==> src/rtl/gray_pkg.sv <==
// Shared definitions for gray-code consumers: default sizing and a helper
// that detects an illegal multi-bit gray transition.
package gray_pkg;

    localparam int DEFAULT_VEC_W       = 4;
    localparam int DEFAULT_SYNC_STAGES = 2;
    localparam int MIN_SYNC_STAGES     = 2;
    localparam int MAX_VEC_W           = 64;

    // True when more than one bit of the difference vector is set.
    // Clearing the lowest set bit leaves something behind only if at least
    // two bits were set, so no adder tree is needed.
    function automatic logic popcount_gt1(input logic [MAX_VEC_W-1:0] diff);
        return (diff & (diff - MAX_VEC_W'(1))) != '0;
    endfunction

endpackage

==> src/rtl/gray_to_bin.sv <==
// Purely combinational gray-to-binary decode, usable by any gray consumer.
module gray_to_bin #(
    parameter int VEC_W = 4
) (
    input  logic [VEC_W-1:0] gray_i,
    output logic [VEC_W-1:0] bin_o
);

    // Each binary bit is the running XOR of all gray bits from the MSB down.
    always_comb begin
        logic acc;
        acc   = 1'b0;
        bin_o = '0;
        for (int i = VEC_W - 1; i >= 0; i--) begin
            acc      = acc ^ gray_i[i];
            bin_o[i] = acc;
        end
    end

endmodule

==> src/rtl/gray_sync_decoder.sv <==
// Receive side of a gray-coded pointer link: synchronizes the incoming gray
// vector, decodes it to binary, reports the advance since the last sample,
// and flags illegal multi-bit gray transitions.
module gray_sync_decoder
    import gray_pkg::*;
#(
    parameter int VEC_W       = DEFAULT_VEC_W,
    parameter int SYNC_STAGES = DEFAULT_SYNC_STAGES
) (
    input  logic             clk,
    input  logic             reset_n,
    input  logic [VEC_W-1:0] gray_i,
    input  logic             clr_err_i,
    output logic [VEC_W-1:0] bin_o,
    output logic [VEC_W-1:0] step_o,
    output logic             chg_o,
    output logic             valid_o,
    output logic             err_o
);

    localparam int WARM_COUNT = SYNC_STAGES + 1;
    localparam int CNT_W      = $clog2(WARM_COUNT + 1);
    localparam logic [CNT_W-1:0] WARM_MAX = CNT_W'(WARM_COUNT);

    logic [VEC_W-1:0] sync_q [SYNC_STAGES];
    logic [VEC_W-1:0] g_sync;
    logic [VEC_W-1:0] g_prev;
    logic [VEC_W-1:0] bin_next;
    logic [CNT_W-1:0] warm_cnt;
    logic             multi_bit;

    assign g_sync    = sync_q[SYNC_STAGES-1];
    assign multi_bit = popcount_gt1(MAX_VEC_W'(g_sync ^ g_prev));

    gray_to_bin #(
        .VEC_W (VEC_W)
    ) u_decode (
        .gray_i (g_sync),
        .bin_o  (bin_next)
    );

    // Synchronizer chain; only the last stage is ever looked at by logic.
    always_ff @(posedge clk or negedge reset_n) begin
        if (!reset_n) begin
            for (int i = 0; i < SYNC_STAGES; i++) sync_q[i] <= '0;
        end else begin
            sync_q[0] <= gray_i;
            for (int i = 1; i < SYNC_STAGES; i++) sync_q[i] <= sync_q[i-1];
        end
    end

    // Warm-up counter saturates once the chain holds real samples; valid
    // rises on the edge where the count reaches its final value.
    always_ff @(posedge clk or negedge reset_n) begin
        if (!reset_n) begin
            warm_cnt <= '0;
            valid_o  <= 1'b0;
        end else begin
            if (warm_cnt != WARM_MAX) warm_cnt <= warm_cnt + CNT_W'(1);
            if (warm_cnt >= WARM_MAX - CNT_W'(1)) valid_o <= 1'b1;
        end
    end

    // Decode register: binary value, advance, change pulse and sticky error.
    // Step, change and error stay quiet until warm-up is done so the reset
    // contents of the chain never look like a real transition.
    always_ff @(posedge clk or negedge reset_n) begin
        if (!reset_n) begin
            bin_o  <= '0;
            g_prev <= '0;
            step_o <= '0;
            chg_o  <= 1'b0;
            err_o  <= 1'b0;
        end else begin
            bin_o  <= bin_next;
            g_prev <= g_sync;
            if (valid_o) begin
                step_o <= bin_next - bin_o;
                chg_o  <= (bin_next != bin_o);
                if (multi_bit)      err_o <= 1'b1;
                else if (clr_err_i) err_o <= 1'b0;
            end else begin
                step_o <= '0;
                chg_o  <= 1'b0;
                err_o  <= 1'b0;
            end
        end
    end

endmodule
==> config.mk <==
export PLATFORM = sky130hd
export DESIGN_NAME = gray_sync_decoder
export DESIGN_NICKNAME = d
export VERILOG_FILES = /design/src/rtl/gray_pkg.sv /design/src/rtl/gray_to_bin.sv /design/src/rtl/gray_sync_decoder.sv
export SDC_FILE = /design/constraint.sdc
export NUM_CORES = 1
export LEC_CHECK = 0
export BUFFER_PORTS_ARGS = -buffer_cell sky130_fd_sc_hd__buf_2
export CAP_MARGIN = 20
export CORE_ASPECT_RATIO = 1.1
export CORE_MARGIN = 4
export CORE_UTILIZATION = 45
export CTS_CLUSTER_SIZE = 14
export DETAILED_ROUTE_END_ITERATION = 7
export PLACE_DENSITY = 0.74
export REMOVE_ABC_BUFFERS = 1
export SYNTH_ARGS = -nofsm -noshare
export SYNTH_HDL_FRONTEND = slang
export SYNTH_HIERARCHICAL = 1
export SYNTH_SLANG_ARGS = --single-unit
==> constraint.sdc <==
create_clock -name clk -period 2.1 [get_ports clk]
set_input_delay 0.42 -clock clk [delete_from_list [all_inputs] [get_ports clk]]
set_output_delay 0.42 -clock clk [all_outputs]
set_load 0.02 [all_outputs]
==> flow_summary.toml, run 1 <==
[global_routing]
grt_overflow_total = 0
grt_usage_pct = 11.0
grt_pass1_wl_um = 2360
grt_pass1_vias = 521
antenna_found_initial = 0
grt_max_degree = 26

[final_layout]
drive_above_1_share_pct = 27.3
design_area_mm2 = 0.00110
seqCellArea_um2 = 627
nNetsFinal = 102
diodes = 0
multiInputGateArea_um2 = 295
areaGrowthSynthToFinish_pct = 16.1
final_util_pct = 55.2
nFillCells = 186

[power]
peakVddDrop_uv = 547
p_leak_uw = 0.000521
totalPowerFinal_uw = 1020
power_density_mw_per_mm2 = 929

[placement]
place_area_mm2 = 0.00107
gp_congestion = 0.769
numPortBuffers = 17
dp_hpwl_um = 1010

[route]
drt_iter0_drc = 1
wl_um = 1310
vias = 518
via_per_inst = 4.47
antenna_left = 0
drcViolationCount = 0
firstDrtPassIters = 2
routedWlPerCell_um = 11.3

[sta]
period_share_pct = 89.3
fmax_mhz = 533
period_needed_ns = 1.88
slew_violations = 0
fin_worst_skew_ns = 0.00781
tightest_slew_ns = 0.517
slew_headroom_pct = 65.5
rsz0062_at_grt = "false"
tns_ns = 0
hold_violations = 0
setup_viol = 0

[cts]
cts_buffer_depth = 2
htree_levels = 1
cts_root_buf = "clkbuf_4"
cts_buffers = 3
cts_tree = "yes"
clk_pin_slew_ns = 0.14
clk_latency_ns = 0.32
post-cts-setup-buffers = 0
cts_sinks = 25

[setup_path]
cp-start-kind = "flop"
worstPathArrival_ns = 2.10
cp_max_fo = 4
required_ns = 2.32
setup.worst_path.class = "flop to flop"
endpoint_kind = "flop"

[yosys]
yosys_warnings = 6
yosysTopAreaCellShare_pct = 65.8
yosysSeqAreaShare_pct = 65.8
synth_area_um2 = 951
synth.avg_cell_area_um2 = 14.2
synthCells = 67
synth_area_leader_cell = "dfrtp_1"
synth_seq_cells = 25
synthDistinctLibCells = 20
synth.top_cells.by_area = "dfrtp_1, ha_1, xor2_1"

[outcome]
status = "completed"

[floorplan]
die_w_um = 51.8
start_util_pct = 47.6
core_mm2 = 0.00200
die_h_um = 56.2
num_rows = 17
ios = 18
dieArea_mm2 = 0.00291

[flow_run]
max_cap_violations = 0

[worst_hold_path]
min_path_type = "input pin to asynchronous set/reset pin"
## synthesized netlist by cell type
library cell,count
dfrtp_1,25
xor2_1,7
inv_1,6
ha_1,5
nor2b_1,3
xnor2_1,3
a21oi_1,2
and2_1,2
nand3_1,2
o21ai_1,2
a211o_1,1
a21boi_1,1
and3b_1,1
buf_4,1
fa_1,1
nand2_1,1
o21a_1,1
o21ai_0,1
or3_1,1
xor2_2,1
## per-stage QoR
stage	cells	hold slack [ns]	worst slack (ns)
2_1_floorplan	66	0.124	0.269
3_3_place_gp	112	0.331	0.230
3_5_place_dp	112	0.336	0.198
4_1_cts	116	0.0606	0.172
5_1_grt	116	0.0685	0.0484
6_report	116	0.0472	0.225
## sequential cells by signal (all words and copies together), names as in the netlist
| signal | count |
|---|---|
| step_o | 4 |
| g_sync | 4 |
| bin_o | 4 |
| g_prev | 4 |
| sync_q | 4 |
| err_o | 1 |
| valid_o | 1 |
| chg_o | 1 |
| warm_cnt | 2 |
## layout make-up
type,instances,area share (%)
clock buffers,3,2.04
multi-input cells,35,26.8
well taps,28,3.17
flip-flops and latches,25,56.8
inverters,6,2.04
repair buffers,18,8.39
clock inverters,1,0.794
## layout by cell type, fill, tap and decap left out, drive strengths merged
cell,n
clkbuf,3
and2,2
o21a,1
dfrtp,25
ha,5
buf,18
a211o,1
nand3,2
a21boi,1
nor2b,3
nand2,1
o21ai,3
a21oi,2
inv,7
fa,1
xor2,8
and3b,1
or3,1
xnor2,3
## critical path: stages, from the launching register on
cell     delay (ns)
dfrtp_1        0.46
xor2_2         0.27
xnor2_1        0.12
inv_1          0.06
ha_1           0.15
inv_1          0.05
fa_1           0.37
xor2_1         0.14
and2_1         0.15
## routing by layer
layer	global-route usage [%]	up-vias	routed length (um)
li1	-	254	-
met1	13.5	249	567
met2	16.9	15	655
met3	3.75	0	90
met4	5.62	0	0
met5	0	-	0
## path summary, 6_finish.rpt
path / slack [ns] / startpoint / endpoint / cells past startpoint
min in group clk: 0.19 / gray_i[2] / sync_q[6]$_DFF_PN0_ / 1
max: 0.22 / g_sync[2]$_DFF_PN0_ / step_o[2]$_DFF_PN0_ / 8
max reg2reg: 0.22 / g_sync[2]$_DFF_PN0_ / step_o[2]$_DFF_PN0_ / 8
max in group asynchronous: 1.68 / reset_n / g_sync[3]$_DFF_PN0_ / 1
min: 0.05 / reset_n / err_o$_DFFE_PN0P_ / 1
min reg2reg: 0.36 / sync_q[7]$_DFF_PN0_ / g_sync[3]$_DFF_PN0_ / 0
## where the power goes
| part | internal [uW] | total (uW) | switching, uW |
|---|---|---|---|
| clock network | 77.4 | 223 | 146 |
| logic | 97.9 | 241 | 143 |
| registers | 539 | 560 | 22.0 |
| total | 714 | 1020 | 311 |
## cell families after synthesis
group / count (synthesis) / share of synthesized area, %
AO/OA/AOI/OAI: 8 / 5.13
XOR/XNOR: 11 / 10.9
flip-flops: 25 / 65.8
buffers and inverters: 7 / 3.16
AND/OR/NAND/NOR: 10 / 6.32
adder cells (fa/ha/maj): 6 / 8.68
## what timing repair did
action,in CTS,in global routing
setup endpoints to repair,0,1
resized for setup,0,1
hold buffers,0,0
(Power assumes the default switching activity.)
==> run 2, diff against run 1 <==
--- a/config.mk
+++ b/config.mk
@@ -5,6 +5,7 @@
 export SDC_FILE = /design/constraint.sdc
 export NUM_CORES = 1
 export LEC_CHECK = 0
+export ABC_AREA = 1
 export BUFFER_PORTS_ARGS = -buffer_cell sky130_fd_sc_hd__buf_2
 export CAP_MARGIN = 20
 export CORE_ASPECT_RATIO = 1.1
@@ -12,7 +13,7 @@
 export CORE_UTILIZATION = 45
 export CTS_CLUSTER_SIZE = 14
 export DETAILED_ROUTE_END_ITERATION = 7
-export PLACE_DENSITY = 0.74
+export PLACE_DENSITY = 0.76
 export REMOVE_ABC_BUFFERS = 1
 export SYNTH_ARGS = -nofsm -noshare
 export SYNTH_HDL_FRONTEND = slang
==> constraint.sdc (replaced) <==
create_clock -name clk -period 1.7 [get_ports clk]
set_input_delay 0.34 -clock clk [delete_from_list [all_inputs] [get_ports clk]]
set_output_delay 0.34 -clock clk [all_outputs]
set_load 0.02 [all_outputs]
==> run 2 against run 1 <==
The run now ends with negative hold slack, negative setup slack left. Critical path depth increased by 3. Count of clock-buffer cells in the layout up 1. Flip-flop and latch count did not move. Die area is 13% higher. Clock skew shrank 0.0057 ns. Cell count is 47% higher. Clock power rose by 18%. Hold slack worse by 0.064 ns. Combinational power up 12%. Core utilization is 3.8 points higher. Critical endpoint is now step_o[1]$_DFF_PN0_. Largest power group unchanged.
==> flow_summary.toml, run 2 <==
[yosys]
synth-simple-area-share_pct = 21.9
synth_flop_cell = "dfrtp_1"
yosysMostFrequentCell = "nand2_1"
synth_compound_area_share_pct = 3.20
yosysSeqAreaShare_pct = 57.2
synth.avg_cell_area_um2 = 9.27
synth_edf_count = 0
synth_seq_cells = 25
synth.area.mux_share_pct = 0
synth_area_mm2 = 0.00109
yosys-top-cells-count = "nand2_1, dfrtp_1, inv_1"
synthCells = 118
yosys_warnings = 6
synth_top_family_by_area = "simple AND/OR/NAND/NOR gates"
synthArstFlopShare_pct = 100
synthDistinctLibCells = 15
yosysTopAreaCellShare_pct = 57.2
synth-adder-area-share_pct = 7.55
synth_area_leader_cell = "dfrtp_1"
synth.top_cells.by_area = "dfrtp_1, nand2_1, inv_1"
synthXorXnorAreaFrac_pct = 2.29

[floorplan]
start_util_pct = 48.1
die_w_um = 55
die_h_um = 59.7
core_mm2 = 0.00227
ios = 18
num_rows = 18
dieArea_mm2 = 0.00328

[power]
peakVddDrop_uv = 679
p_leak_uw = 0.000718
power_density_mw_per_mm2 = 899

[global_routing]
grt_pass1_vias = 758
grt_usage_pct = 13.4
antenna_found_initial = 0
grt_pass1_wl_um = 3060
grt_overflow_total = 0
grt_max_degree = 26

[setup_path]
cp-start-kind = "flop"
crit_buf_inv = 4
crit_family = "adder cells"
crit_top_cell = "inv_2"
required_ns = 1.93
max_stage_delay_ns = 0.47
path_cells = "inv_2 -> nand2_2 -> nand3_2 -> nand3_2 -> nand2_2 -> inv_2 -> ha_4 -> inv_2 -> fa_2 -> nand2_1 -> inv_1"
endpoint_kind = "flop"
setup.worst_path.class = "flop to flop"
crit_slowest_cell = "dfrtp_2"
cp_max_fo = 4
worstPathArrival_ns = 1.96

[sta]
tightest_slew_ns = 0.540
period_share_pct = 102
slew_headroom_pct = 64.0
slew_violations = 0
hold_violations = 25
setup_viol = 1
whs_ns = -0.0171
rsz0062_at_grt = "true"
fin_worst_skew_ns = 0.00215
period_needed_ns = 1.73
fmax_mhz = 578
fin_ws_ns = -0.0288

[final_layout]
final_cells = 171
drive_above_1_share_pct = 33.3
layout_common_cells = "nand2_1, dfrtp_1, buf_2, inv_1"
design_area_mm2 = 0.00134
nFillCells = 185
areaGrowthSynthToFinish_pct = 22.7
final_util_pct = 59.0
layout_commonest_cell = "nand2_1"
diodes = 0
nNetsFinal = 155

[cts]
hold_buffers = 0
clk_latency_ns = 0.31
cts_buffers = 3
htree_levels = 1
cts_sinks = 25
cts_buffer_depth = 2
clk_pin_slew_ns = 0.13
cts_root_buf = "clkbuf_4"
cts_tree = "yes"

[outcome]
status = "complete, but fails checks"
violations = "negative hold slack, negative setup slack"

[route]
vias = 801
antenna_left = 0
via_per_inst = 4.68
drt_iter0_drc = 13
drcViolationCount = 0
firstDrtPassIters = 4
wl_um = 1960
routedWlPerCell_um = 11.5

[placement]
gp_congestion = 0.781
dp_worst_setup_slack_ns = -0.0265
numPortBuffers = 17
dp_hpwl_um = 1340
dpl.cell_count = 167
place_area_mm2 = 0.00123

[worst_hold_path]
min_path_type = "input pin to asynchronous set/reset pin"

[flow_run]
max_cap_violations = 0
==> run 2: path summary, 6_finish.rpt <==
path	from	to	slack (ns)	cells after the start
setup / recovery	g_sync[3]$_DFF_PN0_	step_o[1]$_DFF_PN0_	-0.03	11
hold / removal	reset_n	g_prev[0]$_DFF_PN0_	-0.02	1
setup reg to reg	g_sync[3]$_DFF_PN0_	step_o[1]$_DFF_PN0_	-0.03	11
hold reg to reg	sync_q[6]$_DFF_PN0_	g_sync[2]$_DFF_PN0_	0.36	0
max in group asynchronous	reset_n	g_sync[2]$_DFF_PN0_	1.33	1
min in group clk	gray_i[0]	sync_q[4]$_DFF_PN0_	0.12	1
==> run 2: worst register-to-register path, delay by kind of cell, from the launching register on <==
| kind | cells | cell delay, ns |
|---|---|---|
| fa+ha+maj | 2 | 0.56 |
| flops | 1 | 0.47 |
| simple gates | 5 | 0.39 |
| buf+inv | 4 | 0.22 |
==> run 2: where the power goes <==
part / leakage, uW / internal [uW] / switching (uW)
logic: 0.000428 / 105 / 166
registers: 0.000275 / 644 / 26.1
clock network: 0.0000150 / 91.8 / 173
total: 0.000718 / 841 / 365
==> run 2: final cells by class <==
type                       instances  area (um2)  share of cell area (%)
tap                               30        37.5                    2.80
multi-input combinational         71         462                    34.4
inverter                          21        78.8                    5.88
timing repair buffer              20         108                    8.02
clock buffer                       4        26.3                    1.96
sequential                        25         629                    46.9
==> run 2: cells by family (layout without fill, tap and decap cells) <==
| group | after synthesis | count (layout) |
|---|---|---|
| xor+xnor | 2 | 2 |
| compound gates | 6 | 6 |
| simple gates | 57 | 57 |
| buf+inv | 22 | 45 |
| fa+ha+maj | 6 | 6 |
| flops | 25 | 25 |
==> run 2: repair_timing <==
item,in CTS,in global routing
endpoints found under the setup margin,2,3
gates resized for setup,6,17
buffers inserted,0,0
pin swaps,1,6
==> run 2: layer usage <==
metal	share of wire, %	global-route usage [%]
met1	39	14.8
met5	0	0
met4	2.1	7.29
met2	56	23.1
met3	3.1	2.99
==> run 2: through the flow <==
stage	setup TNS, ns	total power, uW
final	-0.0288	1210
after global routing	-0.239	1280
after CTS	-0.0528	1180
after detailed placement	-0.0444	912
after global placement	0	903
after floorplan	-0.0689	829
==> run 3, diff against run 2 <==
--- a/config.mk
+++ b/config.mk
@@ -5,15 +5,15 @@
 export SDC_FILE = /design/constraint.sdc
 export NUM_CORES = 1
 export LEC_CHECK = 0
-export ABC_AREA = 1
 export BUFFER_PORTS_ARGS = -buffer_cell sky130_fd_sc_hd__buf_2
 export CAP_MARGIN = 20
 export CORE_ASPECT_RATIO = 1.1
-export CORE_MARGIN = 4
+export CORE_MARGIN = 1
 export CORE_UTILIZATION = 45
 export CTS_CLUSTER_SIZE = 14
 export DETAILED_ROUTE_END_ITERATION = 7
-export PLACE_DENSITY = 0.76
+export PLACE_DENSITY = 0.77
+export RECOVER_POWER = 25
 export REMOVE_ABC_BUFFERS = 1
 export SYNTH_ARGS = -nofsm -noshare
 export SYNTH_HDL_FRONTEND = slang
==> run 3 against run 2 <==
The flow finishes with violations (negative setup slack). Core utilization up 0.67 points. Register-to-register slack worse by 0.09 ns. Total power rose by 9.5%. Clock skew up 0.0022 ns. Count of clock-buffer cells in the layout did not move. Critical path depth decreased by 4. Maximum frequency fell by 4.8%. Global-route usage is 0.50 points higher. Hold slack gained 0.15 ns. First-iteration DRC count down 100%. Combinational power grew 39%. Cell area is 11% lower.
==> flow_summary.toml, run 3 (synthesis gave the netlist of run 1 again) <==
[sta]
period_needed_ns = 1.82
period_share_pct = 107
slew_violations = 0
fin_ws_ns = -0.116
rsz0062_at_grt = "true"
setup_viol = 3
tightest_slew_ns = 1.30
fin_worst_skew_ns = 0.00432
slew_headroom_pct = 13.4
hold_violations = 0
fmax_mhz = 551
tns_ns = -0.297

[flow_run]
max_cap_violations = 0

[route]
routedWlPerCell_um = 10.7
vias = 559
drt_iter0_drc = 0
via_per_inst = 4.51
firstDrtPassIters = 1
drcViolationCount = 0
antenna_left = 0
wl_um = 1330

[final_layout]
areaGrowthSynthToFinish_pct = 25.4
nFillCells = 182
diodes = 0
nNetsFinal = 110
layout_commonest_cell = "dfrtp_1"
drive_above_1_share_pct = 38.5
layout_common_cells = "dfrtp_1, buf_2, buf_4, xor2_1"
final_cells = 124

[placement]
gp_congestion = 0.819
dp_hpwl_um = 981
dpl.cell_count = 117
dp_worst_setup_slack_ns = -0.163
numPortBuffers = 17

[floorplan]
ios = 18
dieArea_mm2 = 0.00230
start_util_pct = 47.6
die_w_um = 45.8
die_h_um = 50.2
num_rows = 17
core_mm2 = 0.00200

[power]
peakVddDrop_uv = 671
p_leak_uw = 0.000567
power_density_mw_per_mm2 = 1110

[outcome]
status = "complete, but fails checks"
violations = "negative setup slack"

[setup_path]
crit_top_cell = "inv_2"
crit_slowest_cell = "dfrtp_1"
cp_max_fo = 3
setup.worst_path.class = "flop to flop"
path_cells = "xor2_2 -> xnor2_2 -> inv_2 -> ha_4 -> inv_2 -> fa_2 -> and2_4"
max_stage_delay_ns = 0.43
worstPathArrival_ns = 2.03
endpoint_kind = "flop"
cp-start-kind = "flop"
required_ns = 1.92

[global_routing]
grt_usage_pct = 13.9
grt_overflow_total = 0
grt_pass1_vias = 539
grt_pass1_wl_um = 2270
antenna_found_initial = 0
grt_max_degree = 26

[cts]
htree_levels = 1
cts_tree = "yes"
cts_buffer_depth = 2
clk_latency_ns = 0.30
cts_root_buf = "clkbuf_4"
clk_pin_slew_ns = 0.13
cts_buffers = 3
cts_sinks = 25

[worst_hold_path]
min_path_type = "input pin to flop"
run 3: cell count changes in the layout (fill, tap and decap cells not counted), sizes merged, moves of 2 or more:
| cell | previous run | this run |
|---|---|---|
| xnor2 | 1 | 3 |
| buf | 20 | 25 |
| nor2b | 0 | 3 |
| xor2 | 1 | 8 |
| nor2 | 6 | 0 |
| inv | 21 | 6 |
| and2 | 0 | 2 |
| nand3 | 8 | 2 |
| nand2 | 43 | 1 |
run 3: final cells by class:
type                    count  area, um2  share of cell area (%)
multi-input cells          35        332                    27.8
repair buffers             26        151                    12.7
clock buffers               4       26.3                    2.20
flip-flops and latches     25        626                    52.5
inverters                   6       22.5                    1.89
well taps                  28       35.0                    2.94
run 3: repair_timing:
item	CTS	global route
hold buffers	0	0
resized for setup	9	1
pin swaps	9	5
setup buffers	3	1
setup endpoints to repair	3	3
run 3: power breakdown:
group          switching (uW)  leakage, uW  internal [uW]  total [uW]
clock                     161    0.0000150           91.5         252
combinational             204     0.000275            175         378
sequential               25.6     0.000278            665         691
total                     390     0.000567            931        1320
run 3: critical path, delay by kind of cell (launching register included):
kind	cells	cell delay, ns
adder cells (fa/ha/maj)	2	0.59
XOR/XNOR	2	0.43
flip-flops	1	0.43
AND/OR/NAND/NOR	1	0.16
buffers and inverters	2	0.12
run 3: final timing paths:
path,startpoint,to,slack (ns),cells after the start
worst max-delay path,g_sync[2]$_DFF_PN0_,step_o[1]$_DFF_PN0_,-0.12,7
worst min-delay path,gray_i[1],sync_q[5]$_DFF_PN0_,0.13,1
worst max register to register,g_sync[2]$_DFF_PN0_,step_o[1]$_DFF_PN0_,-0.12,7
worst min register to register,sync_q[4]$_DFF_PN0_,g_sync[0]$_DFF_PN0_,0.36,0
max in group asynchronous,reset_n,g_prev[0]$_DFF_PN0_,0.65,1
min in group asynchronous,reset_n,g_sync[2]$_DFF_PN0_,0.29,1
run 3: stage by stage:
step	utilization [%]	hold slack, ns	power, uW	area, um2
finish	59.6	0.131	1320	1190
global route	59.6	0.107	1400	1190
CTS	59.2	0.00565	1330	1180
detailed placement	55.4	0.336	1020	1110
global placement	55.4	0.332	1010	1110
floorplan	-	0.0444	905	943
run 3: layer usage:
layer	up-vias	track usage, %	routed length, um
met5	-	0	0
met3	2	2.16	45
met2	12	22.4	703
met4	0	7.35	8
li1	267	-	-
met1	278	17.5	575
